`src/rtl/sync_debounce_edge.sv`:
```
// rtl/sync_debounce_edge.sv - debounce a synchronized level and emit rise/fall pulses (optional SDB_GLITCH_CNT_EN adds glitch_cnt)
module sync_debounce_edge #(
    parameter int       CNT_W      = 8,
    parameter int       STABLE_CYC = 16,
    parameter logic     RST_VAL    = 1'b0
) (
    input  logic       ck,
    input  logic       cdn,
    input  logic       d_sync,
    input  logic       en,
    output logic       q,
    output logic       rise,
    output logic       fall,
    output logic       busy
`ifdef SDB_GLITCH_CNT_EN
    ,
    output logic [7:0] glitch_cnt
`endif
);

    if (STABLE_CYC < 1 || STABLE_CYC > (2 ** CNT_W) - 1) begin : g_bad_stable_cyc
        $error("sync_debounce_edge: STABLE_CYC out of range for CNT_W");
    end

    typedef enum logic {
        IDLE = 1'b0,
        QUAL = 1'b1
    } state_t;

    localparam logic [CNT_W-1:0] CNT_LAST = CNT_W'(STABLE_CYC - 1);

    state_t           state_q, state_d;
    logic [CNT_W-1:0] cnt_q, cnt_d;
    logic             q_q, q_d;
    logic             rise_q, rise_d;
    logic             fall_q, fall_d;

    always_ff @(posedge ck) begin
        if (!cdn) begin
            state_q <= IDLE;
            cnt_q   <= '0;
            q_q     <= RST_VAL;
            rise_q  <= 1'b0;
            fall_q  <= 1'b0;
        end else begin
            state_q <= state_d;
            cnt_q   <= cnt_d;
            q_q     <= q_d;
            rise_q  <= rise_d;
            fall_q  <= fall_d;
        end
    end

    always_comb begin
        state_d = state_q;
        cnt_d   = cnt_q;
        q_d     = q_q;
        if (!en) begin
            // Bypass: follow the input directly and abandon any qualification.
            q_d     = d_sync;
            cnt_d   = '0;
            state_d = IDLE;
        end else begin
            unique case (state_q)
                IDLE: begin
                    cnt_d = '0;
                    if (d_sync != q_q) begin
                        if (STABLE_CYC == 1) begin
                            q_d = d_sync;
                        end else begin
                            cnt_d   = CNT_W'(1);
                            state_d = QUAL;
                        end
                    end
                end
                QUAL: begin
                    if (d_sync == q_q) begin
                        cnt_d   = '0;
                        state_d = IDLE;
                    end else if (cnt_q == CNT_LAST) begin
                        q_d     = d_sync;
                        cnt_d   = '0;
                        state_d = IDLE;
                    end else begin
                        cnt_d = cnt_q + CNT_W'(1);
                    end
                end
                default: begin
                    cnt_d   = '0;
                    state_d = IDLE;
                end
            endcase
        end
        rise_d = q_d & ~q_q;
        fall_d = ~q_d & q_q;
    end

    assign q    = q_q;
    assign rise = rise_q;
    assign fall = fall_q;
    assign busy = (state_q == QUAL);

`ifdef SDB_GLITCH_CNT_EN
    logic [7:0] glitch_q;
    logic       glitch_rej;

    // Only an enabled QUAL->IDLE return to q counts; en=0 aborts do not.
    assign glitch_rej = en && (state_q == QUAL) && (d_sync == q_q);

    always_ff @(posedge ck) begin
        if (!cdn) begin
            glitch_q <= 8'd0;
        end else if (glitch_rej && glitch_q != 8'hFF) begin
            glitch_q <= glitch_q + 8'd1;
        end
    end

    assign glitch_cnt = glitch_q;
`endif

endmodule
```
`config.mk`:
```
export PLATFORM = sky130hd
export DESIGN_NAME = sync_debounce_edge
export DESIGN_NICKNAME = d
export VERILOG_FILES = /design/src/rtl/sync_debounce_edge.sv
export SDC_FILE = /design/constraint.sdc
export NUM_CORES = 1
export LEC_CHECK = 0
export ABC_AREA = 1
export ABC_CLOCK_PERIOD_IN_PS = 1700
export CAP_MARGIN = 0
export CORE_AREA = 2 2 39 41
export DETAILED_ROUTE_END_ITERATION = 12
export DIE_AREA = 0 0 41 43
export RECOVER_POWER = 25
export SKIP_CTS_REPAIR_TIMING = 1
export SLEW_MARGIN = 10
export SYNTH_ARGS = -nofsm -noshare
export SYNTH_HDL_FRONTEND = slang
export SYNTH_SLANG_ARGS = --single-unit
```
`constraint.sdc`:
```
create_clock -name ck -period 1.7 [get_ports ck]
set_clock_uncertainty 0.1 [all_clocks]
set_input_delay 0.17 -clock ck [delete_from_list [all_inputs] [get_ports ck]]
set_output_delay 0.17 -clock ck [all_outputs]
set_load 0.02 [all_outputs]
```
==> flow_summary_export.csv <==
group,metric,value,unit
die,core,1380,µm²
critical_path,cp_slowest_cell,"clkdlybuf4s50_1",
detailed_routing,dr.pass1.iters,3,
synth,yosysTopAreaCell,"dfxtp_1",
cts,clock-sinks,12,
grt,overflow,0,
sta,max_freq,653,MHz
detailed_routing,m1WireLength,412,µm
cts,numCtsBuffers,3,
cts,cts.path.max_buffers,2,
die,fp.dieW,41,µm
sta,slew_viol_final,0,
detailed_routing,dr_total_vias,437,
sta,hold_violations,0,
power,peakVddDrop,0.486,mV
critical_path,max_stage_delay,0.62,ns
critical_path,arrival,1.26,ns
job,max_cap_violations,0,
grt,grtUsageTotal,0.141,
sta,timing.setup.tns,0,ns
final_layout,drive_above_1_share,0.122,
die,initial_core_util,0.395,
critical_path,start_kind,"register",
sta,rsz0062_at_grt,"no",
placed_design,dpl.hpwl,653,µm
detailed_routing,met2WireLength,330,µm
grt,antenna_found_initial,0,
cts,cts-root-buf,"clkbuf_4",
critical_path,timing_worst_setup_path_type,"reg -> out",
detailed_routing,ant_nets,0,
detailed_routing,drt_wl_total,818,µm
die,die_h,43,µm
synth,synth.cell_area,547,µm²
detailed_routing,wl_per_cell,8.35,µm
die,die_area,1760,µm²
synth,synth_area_leaders,"dfxtp_1, nand2_1, nor2_1, inv_1, nor2_4",
power,p_leak,0.000280,µW
grt,grt_max_degree,8,
placed_design,routabilityCongestion,0.708,
synth,yosys_warnings,0,
detailed_routing,wl_met3,33,µm
synth,syn_nets,77,
sta,worst_pin_slew,0.215,ns
critical_path,cp_max_fo,4,
critical_path,end_kind,"output pin",
grt,grt_pass1_wl,1570,µm
critical_path,cp.required,1.43,ns
critical_path,crit_chain,"clkdlybuf4s50_1",
sta,finalSetupViolations,0,
synth,synth_cells,72,
die,ios,8,
cts,cts_tree,"yes",
sta,finalCritPeriodShare,0.901,
final_layout,area_growth,20.1,%
detailed_routing,dr.first_iter.drc_count,1,
cts,path_clk_slew,0.07,ns
critical_path,cp_num_buf_inv,1,
sta,period_needed,1.53,ns
critical_path,critical-path-top-delay-family,"buffers and inverters",
cts,h-tree-depth,1,
placed_design,place_area,637,µm²
detailed_routing,highest_layer,"met4",
placed_design,io_buffer_count,7,
grt,grt_pass1_vias,398,
status,outcome,"finished clean",
final_layout,design_area,657,µm²
final_layout,nets,89,
synth,synth_top_area_frac,0.439,
power,power.density,762,nW/µm²
detailed_routing,viasPerCell,4.46,
synth,syn_avg_cell_area,7.59,µm²
final_layout,diodes,0,
die,rows,14,
synth,yosysUniqueCellTypes,16,
synth,ys_ff_latch,12,
synth,yosysSeqAreaShare,0.439,
detailed_routing,drc_errors,0,
cts,clkLatencyLatePin,0.27,ns
sta,timing.slew.headroom,0.856,
min_path,worstHoldPathType,"reg -> reg",
[cells by family after synthesis]
family / after synthesis / share of synthesized area
flops: 12 / 0.439
simple gates: 41 / 0.387
buf+inv: 12 / 0.0824
fa+ha+maj: 1 / 0.0229
xor+xnor: 2 / 0.0320
compound gates: 4 / 0.0366
[flip-flops by register name, summed over array words and instances (netlist names)]
| signal | count |
|---|---|
| cnt_q | 8 |
| busy | 1 |
| fall | 1 |
| q | 1 |
| rise | 1 |
[power breakdown]
part / leakage (µW) / total [µW] / switching, µW / internal [µW]
clock: 0.0000138 / 172 / 89.7 / 82.1
sequential: 0.0000973 / 290 / 4.03 / 286
combinational: 0.000169 / 38.3 / 19.8 / 18.5
[area by class of cell]
type	instances	area, µm²
fill	142	727
multi-input combinational	48	259
sequential	12	240
timing repair buffer	7	70.1
inverter	12	45.0
clock buffer	3	22.5
tap	16	20.0
[cell usage after synthesis]
cell,n
nand3_4,1
nand3b_1,1
nand2_1,16
xnor2_1,2
ha_1,1
nand3_1,3
inv_2,3
inv_1,9
nand4_1,2
nand2_2,1
nor2_1,13
nor3_1,1
nor3_4,1
dfxtp_1,12
nor2_4,2
a21oi_1,4
[final timing paths]
kind,cells after the start,from,to,slack [ns]
hold / removal,2,cnt_q[3]$_SDFF_PP0_,cnt_q[3]$_SDFF_PP0_,0.37
setup / recovery,1,busy$_SDFF_PP0_,busy,0.17
setup reg to reg,10,cnt_q[0]$_SDFF_PP0_,cnt_q[6]$_SDFF_PP0_,0.30
hold reg to reg,2,cnt_q[3]$_SDFF_PP0_,cnt_q[3]$_SDFF_PP0_,0.37
[stage by stage]
stage / power, µW / util / hold WS (ns) / std cells / setup slack [ns]
6_report: 500 / 0.475 / 0.368 / 98 / 0.168
5_1_grt: 516 / 0.475 / 0.390 / 98 / 0.118
4_1_cts: 507 / 0.476 / 0.374 / 98 / 0.154
3_5_place_dp: 336 / 0.460 / 0.365 / 95 / 0.303
3_3_place_gp: 336 / 0.460 / 0.357 / 95 / 0.316
2_1_floorplan: 317 / - / 0.190 / 72 / 0.412
[cells in the final DEF, fill, tap and decap left out, drive strengths merged]
cell / n
nand2: 17
nor2: 15
dfxtp: 12
inv: 12
clkdlybuf4s50: 6
a21oi: 4
nand3: 4
clkbuf: 3
xnor2: 2
nand4: 2
nor3: 2
nand3b: 1
ha: 1
dlygate4sd3: 1
[per-layer routing]
| layer | global-route usage | vias up |
|---|---|---|
| met5 | 0 | - |
| met4 | 0.140 | 0 |
| met3 | 0.0471 | 5 |
| met2 | 0.172 | 8 |
| met1 | 0.179 | 181 |
| li1 | - | 243 |
Power figures use the tool's default switching activity.
